`config.mk`:
```
export PLATFORM = sky130hd
export DESIGN_NAME = food_spawner
export DESIGN_NICKNAME = d
export VERILOG_FILES = /design/src/rtl/snake_pkg.sv /design/src/rtl/lfsr16.sv /design/src/rtl/food_spawner.sv
export SDC_FILE = /design/constraint.sdc
export NUM_CORES = 1
export LEC_CHECK = 0
export CAP_MARGIN = 40
export CORE_MARGIN = 10
export CORE_UTILIZATION = 41
export CTS_BUF_LIST = sky130_fd_sc_hd__clkbuf_4 sky130_fd_sc_hd__clkbuf_8
export CTS_CLUSTER_DIAMETER = 200
export CTS_CLUSTER_SIZE = 8
export DETAILED_ROUTE_END_ITERATION = 6
export PLACE_DENSITY = 0.74
export SETUP_SLACK_MARGIN = 0.5
export SYNTH_ARGS = -nofsm -noshare
export SYNTH_HDL_FRONTEND = slang
export SYNTH_HIERARCHICAL = 1
export SYNTH_SLANG_ARGS = --single-unit
```
`constraint.sdc`:
```
create_clock -name Clock -period 1.36 [get_ports Clock]
set_input_delay 0.272 -clock Clock [delete_from_list [all_inputs] [get_ports Clock]]
set_output_delay 0.272 -clock Clock [all_outputs]
set_load 0.03 [all_outputs]
```
`src/rtl/snake_pkg.sv`:
```
// Shared constants and types for the snake game video/food pipeline.
//   GRID_W/GRID_H   : playfield size in cells (40x30)
//   CELL_SHIFT      : log2 of the 16x16 pixel cell
//   H_ACTIVE/V_ACTIVE : visible pixel area (640x480)
//   spawn_state_e   : food spawner FSM states
//   layer_t         : 2-bit pixel layer code for the colour mixer
package snake_pkg;

    localparam int unsigned GRID_W     = 40;
    localparam int unsigned GRID_H     = 30;
    localparam int unsigned CELL_SHIFT = 4;
    localparam int unsigned H_ACTIVE   = 640;
    localparam int unsigned V_ACTIVE   = 480;

    localparam int unsigned CELL_X_W   = 6;
    localparam int unsigned CELL_Y_W   = 5;
    localparam int unsigned PIX_W      = 11;
    localparam int unsigned LFSR_W     = 16;

    typedef enum logic [1:0] {
        ST_SEARCH = 2'd0,
        ST_CHECK  = 2'd1,
        ST_ACTIVE = 2'd2
    } spawn_state_e;

    typedef logic [1:0] layer_t;

    localparam layer_t LAYER_NONE = 2'b00;
    localparam layer_t LAYER_FOOD = 2'b11;

endpackage

```
`src/rtl/lfsr16.sv`:
```
// 16-bit Fibonacci LFSR, polynomial x^16+x^14+x^13+x^11+1 (maximal length).
// Shifts every cycle; a nonzero seed therefore never reaches the all-zero state.
//   Clock  : system clock
//   Reset  : async active-high, loads SEED
//   oState : current LFSR state
module lfsr16
    import snake_pkg::*;
#(
    parameter logic [LFSR_W-1:0] SEED = 16'hACE1
) (
    input  logic              Clock,
    input  logic              Reset,
    output logic [LFSR_W-1:0] oState
);

    logic fb_c;

    // Taps 16,14,13,11 map to bit indices 15,13,12,10.
    assign fb_c = oState[15] ^ oState[13] ^ oState[12] ^ oState[10];

    always_ff @(posedge Clock or posedge Reset) begin
        if (Reset) begin
            oState <= SEED;
        end else begin
            oState <= {oState[LFSR_W-2:0], fb_c};
        end
    end

endmodule

```
`src/rtl/food_spawner.sv`:
```
// Food placement for the snake game: picks random free cells, detects the head
// eating the food, and renders the food cell as a pixel layer.
//   Clock, Reset          : system clock, async active-high reset
//   iCol, iRow            : current pixel from the VGA timing stage
//   iHeadX/Y, iHeadValid  : snake head cell, valid on the advance pulse
//   iProbeOccupied        : body occupancy of the probe cell, one cycle after probe
//   oProbeX/Y             : candidate cell under occupancy check
//   oFoodX/Y, oFoodValid  : committed food cell
//   oEaten                : one-cycle pulse when the head enters the food
//   oFoodIcon             : layer code for the pixel one cycle earlier
module food_spawner
    import snake_pkg::*;
#(
    parameter logic [LFSR_W-1:0] LFSR_SEED = 16'hACE1
) (
    input  logic                Clock,
    input  logic                Reset,
    input  logic [PIX_W-1:0]    iCol,
    input  logic [PIX_W-1:0]    iRow,
    input  logic [CELL_X_W-1:0] iHeadX,
    input  logic [CELL_Y_W-1:0] iHeadY,
    input  logic                iHeadValid,
    input  logic                iProbeOccupied,
    output logic [CELL_X_W-1:0] oProbeX,
    output logic [CELL_Y_W-1:0] oProbeY,
    output logic [CELL_X_W-1:0] oFoodX,
    output logic [CELL_Y_W-1:0] oFoodY,
    output logic                oFoodValid,
    output logic                oEaten,
    output layer_t              oFoodIcon
);

    logic [LFSR_W-1:0]   lfsr_q;
    spawn_state_e        state_q;
    logic [CELL_X_W-1:0] cand_x_c;
    logic [CELL_Y_W-1:0] cand_y_c;
    logic                cand_ok_c;
    logic                head_hit_c;
    logic                icon_hit_c;
    logic                unused_c;

    lfsr16 #(
        .SEED   (LFSR_SEED)
    ) u_lfsr (
        .Clock  (Clock),
        .Reset  (Reset),
        .oState (lfsr_q)
    );

    // Candidate cell straight from LFSR bit fields; out-of-grid draws are skipped.
    assign cand_x_c  = lfsr_q[5:0];
    assign cand_y_c  = lfsr_q[12:8];
    assign cand_ok_c = (cand_x_c < CELL_X_W'(GRID_W)) && (cand_y_c < CELL_Y_W'(GRID_H));
    assign unused_c  = ^{lfsr_q[15:13], lfsr_q[7:6]};

    assign head_hit_c = iHeadValid && (iHeadX == oFoodX) && (iHeadY == oFoodY);

    // Cell index is the pixel coordinate shifted right by CELL_SHIFT.
    assign icon_hit_c = oFoodValid
                     && (iCol < PIX_W'(H_ACTIVE))
                     && (iRow < PIX_W'(V_ACTIVE))
                     && (iCol[CELL_SHIFT+CELL_X_W-1:CELL_SHIFT] == oFoodX)
                     && (iRow[CELL_SHIFT+CELL_Y_W-1:CELL_SHIFT] == oFoodY);

    // Spawner FSM with registered outputs; icon uses pre-edge food state.
    always_ff @(posedge Clock or posedge Reset) begin
        if (Reset) begin
            state_q    <= ST_SEARCH;
            oProbeX    <= '0;
            oProbeY    <= '0;
            oFoodX     <= '0;
            oFoodY     <= '0;
            oFoodValid <= 1'b0;
            oEaten     <= 1'b0;
            oFoodIcon  <= LAYER_NONE;
        end else begin
            oEaten    <= 1'b0;
            oFoodIcon <= icon_hit_c ? LAYER_FOOD : LAYER_NONE;
            case (state_q)
                ST_SEARCH: begin
                    if (cand_ok_c) begin
                        oProbeX <= cand_x_c;
                        oProbeY <= cand_y_c;
                        state_q <= ST_CHECK;
                    end
                end
                ST_CHECK: begin
                    if (!iProbeOccupied) begin
                        oFoodX     <= oProbeX;
                        oFoodY     <= oProbeY;
                        oFoodValid <= 1'b1;
                        state_q    <= ST_ACTIVE;
                    end else begin
                        state_q    <= ST_SEARCH;
                    end
                end
                ST_ACTIVE: begin
                    if (head_hit_c) begin
                        oEaten     <= 1'b1;
                        oFoodValid <= 1'b0;
                        state_q    <= ST_SEARCH;
                    end
                end
                default: state_q <= ST_SEARCH;
            endcase
        end
    end

endmodule

```
**Word-level counts from Yosys, hierarchy flattened**

Cells that the tools add are included.

- Flip-flop bits (word level): 44
- Bits in latches: 0
- Memory bits (writable): 0
- ROM bits: 0
- Input bits: 37
- Output and inout bits: 26
- Word-level logic and storage cells: 49
- Memories: 0

- $add $sub $neg: 0
- $mul: 0
- Divide/modulo/power cells: 0
- Order comparisons: 4
- Equality and inequality tests: 9
- Shift operators: 0
- Mux-type cells: 10
- Bitwise gates (word level): 4
- Reductions and logical operators: 13

Operators with widths:

| kind | number |
|---|---|
| 6-bit equality test | 2 |
| 11-bit by 10-bit < comparator with 1-bit output (second input constant) | 1 |
| 11-bit by 9-bit < comparator with 1-bit output (second input constant) | 1 |
| 5-bit equality test | 2 |
| 2-bit two-way mux | 4 |
| 1-bit logical AND | 7 |
| 6-bit < comparator (second input constant) | 1 |
| 2-bit != test (second input constant) | 3 |
| 2-bit one-hot mux with 3 select lines | 1 |
| 2-bit AND reduction | 3 |
| 5-bit < comparator (second input constant) | 1 |
| 1-bit two-way mux | 4 |
| 3-bit AND reduction | 1 |
| 1-bit bitwise XOR | 3 |
| 2-bit by 1-bit equality test with 1-bit output (second input constant) | 1 |
| 2-bit equality test (second input constant) | 1 |
| 2-bit logical NOT | 1 |
| 1-bit one-hot mux with 2 select lines | 1 |
| 2-bit nonzero test | 1 |
| 1-bit NOT | 1 |

**Longest topological paths before layout**

Gate-level depths: netlist (run 1).

- Word-level depth: 6
- Depth in mapped cells: 5
- Mapped depth without buffers: 4

**Modules after synthesis**

Netlist (run 1), hierarchy kept.

By module, submodules not included:

| module | instances | cells an instance | area each (sq um) | seq. area each (sq um) |
|---|---|---|---|---|
| food_spawner | 1 | 100 | 1345.0 | 675.6 |
| lfsr16 | 1 | 20 | 440.4 | 410.4 |

**Least setup slack after synthesis (run 1)**

OpenSTA, ideal clock, no wires.

- Path type: reg2reg
- Start point: reg u_lfsr.oState[4]
- End point: reg oProbeX[0]
- Setup time: 125 ps
- Arrival: 1275 ps
- Path slack: -40 ps
- Cell stages (with the launch flop): 6
- Path buffers: 1
- Period minus slack after synthesis: 1400 ps
- Cell sequence: dfrtp_1 -> o21ai_1 -> nand2_1 -> a41oi_4 -> buf_12 -> mux2_4

- Cells in the longest elaborated chain, start to end: 3

RTL lines:

| what | line | source |
|---|---|---|
| start: declaration | lfsr16.sv:13 | `output logic [LFSR_W-1:0] oState` |
| start signal: assignment | lfsr16.sv:25 | `oState <= {oState[LFSR_W-2:0], fb_c};` |
| 6-bit < comparator | food_spawner.sv:53 | `assign cand_ok_c = (cand_x_c < CELL_X_W'(GRID_W)) && (cand_y_c < CELL_Y_W'(GRID_H));` |
| 1-bit logical AND | food_spawner.sv:53 |  |
| 2-bit AND reduction (no source line) | n/a |  |
| end signal: assignment | food_spawner.sv:82 | `oProbeX <= cand_x_c;` |
| end: declaration | food_spawner.sv:24 | `output logic [CELL_X_W-1:0] oProbeX,` |

No other way between the ends.
A chain may end at the register's enable or synchronous reset.

**Worst setup path after layout (run 1)**

- Start point: reg state_q[1]
- End point: reg oProbeY[2]

- Cells in the longest elaborated chain, start to end: 2

RTL lines:

| what | line | source |
|---|---|---|
| start: declaration | food_spawner.sv:34 | `spawn_state_e state_q;` |
| start signal: assignment | food_spawner.sv:68 | `state_q <= ST_SEARCH;` |
| start signal: assignment | food_spawner.sv:84 | `state_q <= ST_CHECK;` |
| start signal: assignment | food_spawner.sv:92 | `state_q <= ST_ACTIVE;` |
| 2-bit logical NOT | food_spawner.sv:79 | `case (state_q)` |
| 2-bit AND reduction (no source line) | n/a |  |
| end signal: assignment | food_spawner.sv:83 | `oProbeY <= cand_y_c;` |
| end: declaration | food_spawner.sv:25 | `output logic [CELL_Y_W-1:0] oProbeY,` |

No other way between the ends.

==> results of run 1 <==
## where the power goes
part / switching, mW / internal, mW / leakage (nW) / total [mW]
clock network: 0.404 / 0.593 / 0.0612 / 0.997
registers: 0.0603 / 1.34 / 0.540 / 1.40
logic: 0.490 / 0.711 / 0.821 / 1.20
## worst min-delay path, delay by kind of cell
kind	cells	cell delay, ns
buf+inv	3	0.70
## kinds of logic after synthesis
family	Yosys count
flip-flops	43
AND/OR/NAND/NOR	22
buffers and inverters	5
multiplexers	21
XOR/XNOR	22
AO/OA/AOI/OAI	7
## flip-flops by register name, summed over array words and instances, names as in the netlist
name           count
oProbeY            5
u_lfsr/oState     16
oFoodX             6
oEaten             1
oFoodIcon          1
oFoodY             5
oFoodValid         1
oProbeX            6
state_q            2
## cells in the mapped netlist
master	n
sky130_fd_sc_hd__a21oi_1	1
sky130_fd_sc_hd__a41oi_4	1
sky130_fd_sc_hd__buf_12	1
sky130_fd_sc_hd__buf_4	2
sky130_fd_sc_hd__dfrtp_1	35
sky130_fd_sc_hd__dfstp_2	8
sky130_fd_sc_hd__inv_1	2
sky130_fd_sc_hd__mux2_2	13
sky130_fd_sc_hd__mux2_4	8
sky130_fd_sc_hd__nand2_1	2
sky130_fd_sc_hd__nand2b_1	1
sky130_fd_sc_hd__nand3_1	4
sky130_fd_sc_hd__nand3b_1	1
sky130_fd_sc_hd__nand4_1	3
sky130_fd_sc_hd__nor2_1	4
sky130_fd_sc_hd__nor3_1	2
sky130_fd_sc_hd__nor3b_2	1
sky130_fd_sc_hd__nor4_1	2
sky130_fd_sc_hd__nor4b_1	1
sky130_fd_sc_hd__nor4b_2	1
sky130_fd_sc_hd__o21ai_0	2
sky130_fd_sc_hd__o21ai_1	1
sky130_fd_sc_hd__o21bai_1	1
sky130_fd_sc_hd__o22a_1	1
sky130_fd_sc_hd__xnor2_1	17
sky130_fd_sc_hd__xor2_1	5
## metal layers
metal	wire, um	GRT usage	up-vias	share of wire
met4	21	0.0314	0	0.0043
met3	372	0.0568	3	0.075
met2	2410	0.216	43	0.49
li1	-	-	623	-
met1	2120	0.161	650	0.43
met5	0	0	-	0
## worst max path at each step
stage | startpoint | to | slack [ns] | cells after the start
detailed placement | iProbeOccupied | oFoodX[0]$_DFFE_PP0P_ | -0.27 | 4
floorplan | u_lfsr/oState[3]$_DFF_PP0_ | oProbeX[0]$_DFFE_PP0P_ | -0.04 | 5
global route | state_q[1]$_DFFE_PP0P_ | oProbeY[2]$_DFFE_PP0P_ | -0.15 | 5
finish | state_q[1]$_DFFE_PP0P_ | oProbeY[2]$_DFFE_PP0P_ | -0.11 | 5
global placement | iProbeOccupied | oFoodX[1]$_DFFE_PP0P_ | -0.25 | 4
CTS | state_q[1]$_DFFE_PP0P_ | oProbeX[1]$_DFFE_PP0P_ | -0.06 | 5
## repair_timing
item	in CTS	in global routing
buffers inserted	26	6
hold endpoints to repair	0	0
pin swaps	9	4
setup endpoints to repair	54	54
resized for setup	58	1
gates cloned	1	0
## layout make-up
class                      count  area, um2
sequential                    43       1100
timing repair buffer         101       1070
fill                         235       1010
multi-input combinational     72        747
clock buffer                   6       82.6
tap                           50       62.6
clock inverter                 2       35.0
inverter                       2       7.51
## metrics by stage
step           instance area [um2]  TNS (ns)  hold WS [ns]
6_report                      3110     -1.72         0.309
5_1_grt                       3110     -2.74         0.329
4_1_cts                       3060    -0.839         0.309
3_5_place_dp                  2600     -4.15         0.349
3_3_place_gp                  2600     -3.98         0.342
2_1_floorplan                 1860    -0.282         0.180
## cell usage in the layout, fill, tap and decap left out, types with 6 or more instances in the layout
master	synthesis	layout
sky130_fd_sc_hd__dfrtp_1	35	23
sky130_fd_sc_hd__mux2_4	8	21
sky130_fd_sc_hd__dfrtp_2	0	12
sky130_fd_sc_hd__xnor2_1	17	16
sky130_fd_sc_hd__buf_12	1	10
sky130_fd_sc_hd__buf_6	0	26
sky130_fd_sc_hd__clkdlybuf4s50_1	0	28
sky130_fd_sc_hd__dfstp_2	8	8
sky130_fd_sc_hd__clkbuf_8	0	6
sky130_fd_sc_hd__buf_4	2	36
==> summary.md, run 1 <==
| Metric | Value |
|---|---|
| Core region area | 4120 um2 |
| Flops & latches, synth | between 40 and 50 |
| Layout cell share with drive strength beyond 1 | 0.584 |
| Instance count of the mapped netlist | 120 |
| Cell taking the most area after synthesis | sky130_fd_sc_hd__dfrtp_1 |
| Static leakage | 1.42 nW |
| Max FO, Critical Path | 6 |
| Root buffer selected by CTS | sky130_fd_sc_hd__clkbuf_8 |
| Starting density of the core | 0.434 |
| Clk buf depth | 2 |
| Total inserted antenna cells | 0 |
| Area share of xor/xnor cells in the synthesized design | 0.108 |
| Net Count, Synth | roughly 160 |
| Transition time of the tightest slew-check pin | around 0.27 ns |
| Largest net degree at the start of global routing | 28 |
| Family of cells with the greatest summed delay on the critical path | flip-flops |
| FF-to-FF Start | state_q[1]$_DFFE_PP0P_ |
| First-pass GRT wire length | 7820 um |
| Final Max Slew Viols | 0 |
| Max_slew headroom | 0.816 |
| Count of TritonRoute iterations in the first routing pass | 4 |
| Detailed Route Iter0 Violations | between 50 and 60 |
| Critical path buffer and inverter count | 1 |
| Estimated wirelength of the detail-placed design | roughly 3400 um |
| Post-synthesis compound-gate area fraction | 0.0357 |
| Ratio of routed vias to standard cells | roughly 4.8 |
| Final setup viols | 22 |
| RSZ-0062 raised after global routing | yes |
| Critical Path End Type | flop |
| Maximum level of the CTS H-tree | 2 |
| CTS sink count | 43 |
| Startpoint Class | flop |
| Floorplan die area | between 7000 and 8000 um2 |
| Number of antenna violations at the first check in global routing | 0 |
| Reg2Reg Capture Point | oProbeY[2]$_DFFE_PP0P_ |
| Remaining design rule violation count | 0 |
| Clock-pin slew reported for the worst setup and hold paths after clock tree synthesis | ~0.070 ns |
| FF-to-FF path depth | 5 |
| CP max stage cell | sky130_fd_sc_hd__dfrtp_1 |
| Adder and majority gate portion of the synthesized area | 0 |
| Worst reg2reg setup slack | -0.11 ns |
| Inserted Clock Buffers | 5 |
| Core Rows | 23 |
| Vias after detailed routing | approximately 1300 |
| Critical path type | reg -> reg |
| Min-Delay Path Class | in -> async |
| Distinct cells, synth | 26 |
| Final routed wirelength across all metal layers | between 4000 and 5000 um |
| Pre-CTS worst setup slack | -0.266 ns |
| Tmin final | 1.47 ns |
| Tot GR Track Use | 0.134 |
| Die Y-Extent | around 86 um |
| MaxCap Viol Count | 0 |
| Arrival @ worst endpoint | ~1.7 ns |
| Sequential area share after synthesis | 0.608 |
| Final Worst Setup Slack | -0.106 ns |
| Synth area leaders | sky130_fd_sc_hd__dfrtp_1, sky130_fd_sc_hd__dfstp_2, sky130_fd_sc_hd__xnor2_1 |
| Power Density | 1160 nW/um2 |
| Clock latency of the later-clocked register in the worst-skew pair | about 0.29 ns |
| Area of the mapped netlist | 1790 um2 |
| Worst setup skew after layout | just under 0.004 ns |
| End-of-flow core utilization | 0.755 |
| Delay of the slowest cell on the worst path | 0.40 ns |
| I/O Buffers | between 50 and 60 |
| Series of cell instances along the critical path | nor2_1, nand2_2, a41oi_4, buf_6, mux2_4 |
| Largest family of logic cells by synthesized area | multiplexers |
| Area share of the leading cell type in the synthesized netlist | 0.491 |
| Final weighted congestion in routability-driven placement | just under 0.9 |
| Total power | between 3 and 4 mW |
| Share of the clock period used by the worst path | 1.08 |
| Highest ir drop seen on vdd | slightly above 0.0009 V |
| Mux cell area share after synthesis | 0.149 |
| Count of endpoints failing hold in the final timing report | 0 |
| Yosys synthesis warning count | 6 |
| Violations in the final reports | negative setup slack |
| Antenna violation net count after detailed routing | 0 |
| Status | finished with violations |
| CTS tree | built |
| Total congestion overflow after global routing | 0 |
| Basic-gate share of the synthesized area counting and, or, nand and nor cells | 0.0750 |
| Avg Cell Area, Syn | between 10 and 15 um2 |
| Die extent in x | 86.0 um |
| Critical path data required time | 1.54 ns |
| Maximum clock frequency | 0.682 GHz |
| Post-route non-filler standard cell count | approximately 280 |
| Via count of the first global-routing pass | 1436 |
| Total I/O pin count | 63 |
| Count of placed standard cells including taps | approximately 240 |
| CTS hold repair buffers | 0 |
| Per-cell routed wire length | roughly 18 um |
| Final nets | 262 |
| Area grow syn2layout | 74.0% |
(Power assumes the default switching activity.)
==> run 2: changes to the inputs <==
--- a/config.mk
+++ b/config.mk
@@ -12,7 +12,7 @@
 export CTS_CLUSTER_DIAMETER = 200
 export CTS_CLUSTER_SIZE = 8
 export DETAILED_ROUTE_END_ITERATION = 6
-export PLACE_DENSITY = 0.74
+export PLACE_DENSITY = 0.82
 export SETUP_SLACK_MARGIN = 0.5
 export SYNTH_ARGS = -nofsm -noshare
 export SYNTH_HDL_FRONTEND = slang
==> summary.md, run 2 (synthesized netlist as in run 1, its figures left out) <==
| Metric | Value |
|---|---|
| Pre-CTS worst setup slack | -0.260 ns (+0.00584 ns) |
| CTS sink count | 43 (unchanged) |
| Violations in the final reports | negative setup slack |
| Final Worst Setup Slack | -0.146 ns (-0.0395 ns) |
| Final routed wirelength across all metal layers | 6990 um (+42%) |
| Clk buf depth | 2 (unchanged) |
| Critical path data required time | 1.54 ns (about the same) |
| Total inserted antenna cells | 0 (unchanged) |
| Starting density of the core | 0.434 (unchanged) |
| Count of placed standard cells including taps | 236 (+0.43%) |
| Per-cell routed wire length | 24.5 um (+37%) |
| Series of cell instances along the critical path | nor2_2, nand2_2, a41oi_4, buf_6, mux2_4 |
| Commonest non-fill, non-tap cells in the layout | sky130_fd_sc_hd__buf_4, sky130_fd_sc_hd__buf_6, sky130_fd_sc_hd__clkdlybuf4s50_1 |
| Min-Delay Path Class | in -> async |
| Ratio of routed vias to standard cells | 5.40 (+13%) |
| Highest ir drop seen on vdd | 0.000709 V (-23%) |
| Remaining design rule violation count | 0 (unchanged) |
| Max FO, Critical Path | 6 (unchanged) |
| Detailed Route Iter0 Violations | 88 (+73%) |
| Estimated wirelength of the detail-placed design | 3570 um (+5.5%) |
| Reg2Reg Capture Point | oProbeX[0]$_DFFE_PP0P_ |
| Number of flip-flops under the largest register name | 16 (unchanged) |
| Via count of the first global-routing pass | 1559 (+8.6%) |
| Max_slew headroom | 0.802 (-0.0147) |
| I/O Buffers | 54 (unchanged) |
| Inserted Clock Buffers | 5 (unchanged) |
| Leading cell type in the layout, fill and taps excluded | sky130_fd_sc_hd__buf_4 |
| Family of cells with the greatest summed delay on the critical path | flip-flops |
| Arrival @ worst endpoint | 1.69 ns (+0.04 ns) |
| Antenna violation net count after detailed routing | 0 (unchanged) |
| Clock-pin slew reported for the worst setup and hold paths after clock tree synthesis | 0.09 ns (+0.02 ns) |
| Startpoint Class | flop |
| Root buffer selected by CTS | sky130_fd_sc_hd__clkbuf_8 |
| CP max stage cell | sky130_fd_sc_hd__dfrtp_1 |
| Number of antenna violations at the first check in global routing | 0 (unchanged) |
| Share of the clock period used by the worst path | 1.11 (+0.0290) |
| Count of endpoints failing hold in the final timing report | 0 (unchanged) |
| Area grow syn2layout | 77.0% |
| Delay of the slowest cell on the worst path | 0.43 ns (+0.03 ns) |
| Final weighted congestion in routability-driven placement | 0.904 (+2.1%) |
| Count of TritonRoute iterations in the first routing pass | 4 (unchanged) |
| CTS tree | built |
| Post-route non-filler standard cell count | 285 (+3.3%) |
| Core Rows | 23 (unchanged) |
| FF-to-FF path depth | 5 (unchanged) |
| Total congestion overflow after global routing | 0 (unchanged) |
| Floorplan die area | 7390 um2 (unchanged) |
| MaxCap Viol Count | 0 (unchanged) |
| CTS hold repair buffers | 0 (unchanged) |
| Critical path type | reg -> reg |
| Transition time of the tightest slew-check pin | 0.297 ns (+0.0237 ns) |
| Static leakage | 1.49 nW (+4.4%) |
| Registers with the most flip-flops | u_lfsr/oState x16, oFoodX x6, oProbeX x6 |
| Clock latency of the later-clocked register in the worst-skew pair | 0.30 ns (about the same) |
| Core region area | 4120 um2 (unchanged) |
| RSZ-0062 raised after global routing | yes |
| Power Density | 1130 nW/um2 (-2.9%) |
| Final setup viols | 25 (+14%) |
| Vias after detailed routing | 1539 (+17%) |
| Top register by number of flip-flops | u_lfsr/oState |
| Worst setup skew after layout | 0.0163 ns (+0.0125 ns) |
| Final Max Slew Viols | 0 (unchanged) |
| First-pass GRT wire length | 9230 um (+18%) |
| Die extent in x | 86.0 um (unchanged) |
| Status | finished with violations |
| Maximum level of the CTS H-tree | 2 (unchanged) |
| Largest net degree at the start of global routing | 28 (unchanged) |
| Layout cell share with drive strength beyond 1 | 0.621 (+0.0372) |
| Critical path buffer and inverter count | 1 (unchanged) |
| Tmin final | 1.51 ns (+0.0395 ns) |
| Maximum clock frequency | 0.664 GHz (-2.6%) |
| Critical Path End Type | flop |
| Die Y-Extent | 86.0 um (unchanged) |
| Tot GR Track Use | 0.161 (+0.0273) |
| Worst reg2reg setup slack | -0.15 ns (-0.04 ns) |
| FF-to-FF Start | state_q[0]$_DFFE_PP0P_ |
| Placed Area | 2550 um2 (-1.6%) |
| Finished layout cell area | 3160 um2 (+1.7%) |
| Total I/O pin count | 63 (unchanged) |
| Final nets | 271 (+3.4%) |
## run 2: cell types whose count changed in the layout (fill, tap and decap cells not counted), sizes merged
| cell | before | now |
|---|---|---|
| buf | 73 | 82 |
| bufinv | 1 | 0 |
| clkbuf | 6 | 8 |
| clkdlybuf4s50 | 28 | 26 |
| clkinv | 1 | 0 |
| dlygate4sd2 | 0 | 1 |
| dlymetal6s2s | 0 | 1 |
## run 2: what timing repair did
action / in CTS / in global routing
pin swaps: 10 / 9
setup buffers: 27 / 14
resized for setup: 63 / 11
cloned: 0 / 0
setup endpoints to repair: 54 / 54
## run 2: worst reg2reg max path: cells and delay by family (launching register included)
family / cells / cell delay (ns)
flip-flops: 1 / 0.43
multiplexers: 1 / 0.31
AND/OR/NAND/NOR: 2 / 0.26
AO/OA/AOI/OAI: 1 / 0.22
buffers and inverters: 1 / 0.18
## run 2: worst max path at each step
stage,startpoint,end,slack (ns),depth (start not counted)
final,state_q[0]$_DFFE_PP0P_,oProbeX[0]$_DFFE_PP0P_,-0.15,5
after floorplan,u_lfsr/oState[3]$_DFF_PP0_,oProbeX[0]$_DFFE_PP0P_,-0.04,5
after detailed placement,iRow[7],oFoodIcon[0]$_DFF_PP0_,-0.26,5
after global routing,oFoodY[0]$_DFFE_PP0P_,oFoodIcon[0]$_DFF_PP0_,-0.20,4
after global placement,iRow[7],oFoodIcon[0]$_DFF_PP0_,-0.22,5
after CTS,u_lfsr/oState[3]$_DFF_PP0_,oProbeX[2]$_DFFE_PP0P_,-0.09,5
## run 2: through the flow
step | util | hold WS (ns) | power (mW) | setup TNS, ns
finish | 0.768 | 0.313 | 3.56 | -2.29
global route | 0.768 | 0.344 | 3.66 | -3.34
CTS | 0.732 | 0.329 | 3.37 | -0.964
detailed placement | 0.621 | 0.352 | 2.29 | -4.29
global placement | 0.621 | 0.341 | 2.26 | -3.56
floorplan | - | 0.180 | 1.99 | -0.282
## run 2: area by class of cell
class / count / area, um2
Clock buffer: 8 / 104
Sequential cell: 43 / 1100
Timing Repair Buffer: 110 / 1100
Multi-Input combinational cell: 72 / 785
Inverter: 2 / 7.51
Fill cell: 199 / 955
Tap cell: 50 / 62.6
## run 2: report_power, final
group	switching [mW]	internal (mW)
sequential	0.0712	1.34
clock	0.446	0.484
combinational	0.543	0.672
total	1.06	2.50
## run 2: routing by layer
layer	track usage	share of wire	wire, um	vias up
met4	0.0479	0.036	255	0
met5	0	0	0	-
li1	-	-	-	644
met2	0.284	0.51	3580	95
met3	0.0511	0.071	493	22
met1	0.180	0.38	2660	778
==> run 3: changes to the inputs <==
--- a/config.mk
+++ b/config.mk
@@ -16,5 +16,4 @@
 export SETUP_SLACK_MARGIN = 0.5
 export SYNTH_ARGS = -nofsm -noshare
 export SYNTH_HDL_FRONTEND = slang
-export SYNTH_HIERARCHICAL = 1
 export SYNTH_SLANG_ARGS = --single-unit
==> constraint.sdc (replaced) <==
create_clock -name Clock -period 1.3 [get_ports Clock]
set_input_delay 0.26 -clock Clock [delete_from_list [all_inputs] [get_ports Clock]]
set_output_delay 0.26 -clock Clock [all_outputs]
set_load 0.03 [all_outputs]
==> summary.md, run 3 <==
| Metric | Value |
|---|---|
| Status | finished with violations |
| Violations in the final reports | negative setup slack |
| Final setup viols | 25 (unchanged) |
| Number of antenna violations at the first check in global routing | 0 (unchanged) |
| Tot GR Track Use | 0.158 (-0.00366) |
| Internal Power | 3.09 mW (+24%) |
| Cell taking the most area after synthesis | sky130_fd_sc_hd__dfrtp_1 |
| CP max stage cell | sky130_fd_sc_hd__dfrtp_1 |
| Max FO, Critical Path | 6 (unchanged) |
| Die extent in x | 85.1 um (-1.0%) |
| Area of the mapped netlist | 1740 um2 (-2.7%) |
| Highest ir drop seen on vdd | 0.00134 V (+89%) |
| Inserted Clock Buffers | 5 (unchanged) |
| Series of cell instances along the critical path | nor2_1, nand2_1, a41oi_2, buf_6, mux2_4 |
| Leading cell type in the layout, fill and taps excluded | sky130_fd_sc_hd__buf_4 |
| Max_slew headroom | 0.823 (+0.0213) |
| Estimated wirelength of the detail-placed design | 3530 um (-0.97%) |
| Clock network fraction of design power | 0.288 (+0.027) |
| Final Max Slew Viols | 0 (unchanged) |
| Root buffer selected by CTS | sky130_fd_sc_hd__clkbuf_8 |
| Sequential area share after synthesis | 0.625 (+0.0166) |
| Number of flops mapped to enable cells by yosys | 0 (unchanged) |
| Remaining design rule violation count | 0 (unchanged) |
| Power Density | 1350 nW/um2 (+20%) |
| Count of TritonRoute iterations in the first routing pass | 4 (unchanged) |
| Distinct cells, synth | 27 (+3.8%) |
| Antenna violation net count after detailed routing | 0 (unchanged) |
| Share of the clock period used by the worst path | 1.13 (+0.0203) |
| End-of-flow core utilization | 0.794 (+0.0260) |
| Via count of the first global-routing pass | 1582 (+1.5%) |
| Floorplan die area | 7240 um2 (-2.0%) |
| Yosys synthesis warning count | 0 (-6) |
| Vias after detailed routing | 1426 (-7.3%) |
| Fill cell total of the finished layout | 215 (+8.0%) |
| Registers with the most flip-flops | u_lfsr.oState x16, oFoodX x6, oProbeX x6 |
| Final Worst Setup Slack | -0.166 ns (-0.0199 ns) |
| Arrival @ worst endpoint | 1.65 ns (-0.04 ns) |
| MaxCap Viol Count | 0 (unchanged) |
| Clock-pin slew reported for the worst setup and hold paths after clock tree synthesis | 0.08 ns (about the same) |
| Clk buf depth | 2 (unchanged) |
| Largest net degree at the start of global routing | 41 (+46%) |
| Share of power burned in registers | 0.349 (-0.048) |
| Final routed wirelength across all metal layers | 6000 um (-14%) |
| Avg Cell Area, Syn | 14.7 um2 (-1.0%) |
| Tmin final | 1.47 ns (-0.0401 ns) |
| Area grow syn2layout | 85.4% |
| Area share of the leading cell type in the synthesized netlist | 0.504 (+0.0134) |
| Final nets | 272 (+0.37%) |
| Total congestion overflow after global routing | 0 (unchanged) |
| Number of flip-flops under the largest register name | 16 (unchanged) |
| Synth cell count leaders | sky130_fd_sc_hd__dfrtp_1, sky130_fd_sc_hd__mux2_2, sky130_fd_sc_hd__xnor2_1 |
| Delay of the slowest cell on the worst path | 0.40 ns (-0.03 ns) |
| Final hold slack | 0.188 ns (-0.125 ns) |
| Core Rows | 23 (unchanged) |
| Clock latency of the later-clocked register in the worst-skew pair | 0.31 ns (about the same) |
| Area of combinational cells with multiple inputs | 769 um2 (-1.9%) |
| CTS sink count | 43 (unchanged) |
| Share of total power in combinational logic | 0.363 (+0.021) |
| Family of cells with the greatest summed delay on the critical path | flip-flops |
| Startpoint Class | flop |
| Per-cell routed wire length | 21.0 um (-14%) |
| Layout cell share with drive strength beyond 1 | 0.644 (+0.0228) |
| Core region area | 4060 um2 (-1.4%) |
| Synth area leaders | sky130_fd_sc_hd__dfrtp_1, sky130_fd_sc_hd__mux2_2, sky130_fd_sc_hd__dfstp_2 |
| Net Count, Synth | 155 (-1.3%) |
| Critical Path End Type | flop |
| Static leakage | 1.51 nW (+1.4%) |
| Worst setup skew after layout | 0.0119 ns (-0.00440 ns) |
| Dominant register cell in the synthesized netlist | sky130_fd_sc_hd__dfrtp_1 |
| Top register by number of flip-flops | u_lfsr.oState |
| CTS hold repair buffers | 0 (unchanged) |
| Min-Delay Path Class | in -> async |
| Count of endpoints failing hold in the final timing report | 0 (unchanged) |
| Instance count of the mapped netlist | 118 (-1.7%) |
| Die Y-Extent | 85.1 um (-1.0%) |
| CTS tree | built |
| Critical path data required time | 1.49 ns (-0.05 ns) |
| Switching power as a share of total power | 0.289 (-0.00863) |
| Total I/O pin count | 63 (unchanged) |
| Starting density of the core | 0.428 (-0.00556) |
| Flops & latches, synth | 43 (unchanged) |
| Detailed Route Iter0 Violations | 55 (-38%) |
| Transition time of the tightest slew-check pin | 0.264 ns (-0.0330 ns) |
| Total power | 4.35 mW (+22%) |
| Ratio of routed vias to standard cells | 4.99 (-7.7%) |
| Critical path buffer and inverter count | 1 (unchanged) |
| Final weighted congestion in routability-driven placement | 0.866 (-4.2%) |
| First-pass GRT wire length | 8790 um (-4.7%) |
| Storage cell area | 1100 um2 (+0.23%) |
| Share of flip-flops with an asynchronous set or reset | 1.00 (unchanged) |
| Maximum clock frequency | 0.682 GHz (+2.7%) |
| Commonest non-fill, non-tap cells in the layout | sky130_fd_sc_hd__buf_4, sky130_fd_sc_hd__buf_6, sky130_fd_sc_hd__clkdlybuf4s50_1 |
| Critical path type | reg -> reg |
| Maximum level of the CTS H-tree | 2 (unchanged) |
| Total inserted antenna cells | 0 (unchanged) |
| Switching power | 1.26 mW (+19%) |
| I/O Buffers | 54 (unchanged) |
| Most frequent cell after synthesis | sky130_fd_sc_hd__dfrtp_1 |
| RSZ-0062 raised after global routing | yes |
[run 3: cell types whose count changed after synthesis, moves of 2 or more]
cell                      delta
sky130_fd_sc_hd__mux2_2      +7
sky130_fd_sc_hd__nand4_1     +2
sky130_fd_sc_hd__nand3_1     -3
sky130_fd_sc_hd__mux2_4      -8
[run 3: cell type report]
cell class / instances / area share
Clock buffer: 5 / 0.0214
Clock inverter: 3 / 0.0210
Inverter: 3 / 0.00466
Multi-Input combinational cell: 69 / 0.239
Sequential cell: 43 / 0.343
Tap cell: 50 / 0.0194
Timing Repair Buffer: 113 / 0.352
[run 3: power groups by stage]
stage          clock, mW  combinational [mW]  sequential (mW)
2_1_floorplan          0               0.544             1.67
3_3_place_gp           0                1.13             1.52
3_5_place_dp           0                1.16             1.53
4_1_cts             1.25                1.47             1.51
5_1_grt             1.34                1.65             1.52
6_report            1.25                1.58             1.52
[run 3: path summary, 6_finish.rpt]
check	slack [ns]	to	startpoint	cells past startpoint
setup / recovery	-0.17	oProbeY[0]$_DFFE_PP0P_	state_q[1]$_DFFE_PP0P_	5
min in group Clock	0.36	u_lfsr.oState[7]$_DFF_PP1_	u_lfsr.oState[6]$_DFF_PP1_	0
hold reg to reg	0.36	u_lfsr.oState[7]$_DFF_PP1_	u_lfsr.oState[6]$_DFF_PP1_	0
max in group asynchronous	0.66	u_lfsr.oState[5]$_DFF_PP1_	Reset	3
hold / removal	0.19	u_lfsr.oState[8]$_DFF_PP0_	Reset	2
setup reg to reg	-0.17	oProbeY[0]$_DFFE_PP0P_	state_q[1]$_DFFE_PP0P_	5
[run 3: per-layer routing]
layer  vias to the layer above  GRT usage  wire length [um]
li1                        644          -                 -
met1                       708      0.160              2230
met2                        59      0.282              3160
met3                        15     0.0593               408
met4                         0     0.0659               210
met5                         -          0                 0
[run 3: cell families after synthesis]
| kind of cell | Yosys count | share of synthesized area |
|---|---|---|
| buf+inv | 6 | 0.0202 |
| xor+xnor | 23 | 0.116 |
| simple gates | 18 | 0.0677 |
| mux | 20 | 0.130 |
| compound gates | 8 | 0.0418 |
| flops | 43 | 0.625 |
[run 3: metrics by stage]
stage               area (um2)  worst slack [ns]  instances  setup TNS (ns)
detailed placement        2600            -0.468        240           -5.09
CTS                       3060            -0.149        273           -1.96
floorplan                 1850            -0.103        118          -0.872
global placement          2600            -0.385        240           -4.43
global route              3220            -0.223        286           -3.45
finish                    3220            -0.166        286           -2.23
[run 3: worst reg2reg max path, delay by kind of cell, from the launching register on]
kind            cells  cell delay [ns]
compound gates      1             0.24
buf+inv             1             0.18
flops               1             0.40
mux                 1             0.30
simple gates        2             0.23
[run 3: what timing repair did]
item	in CTS	in global routing
pin swaps	10	5
buffers inserted	25	13
setup endpoints to repair	54	54
resized for setup	44	13
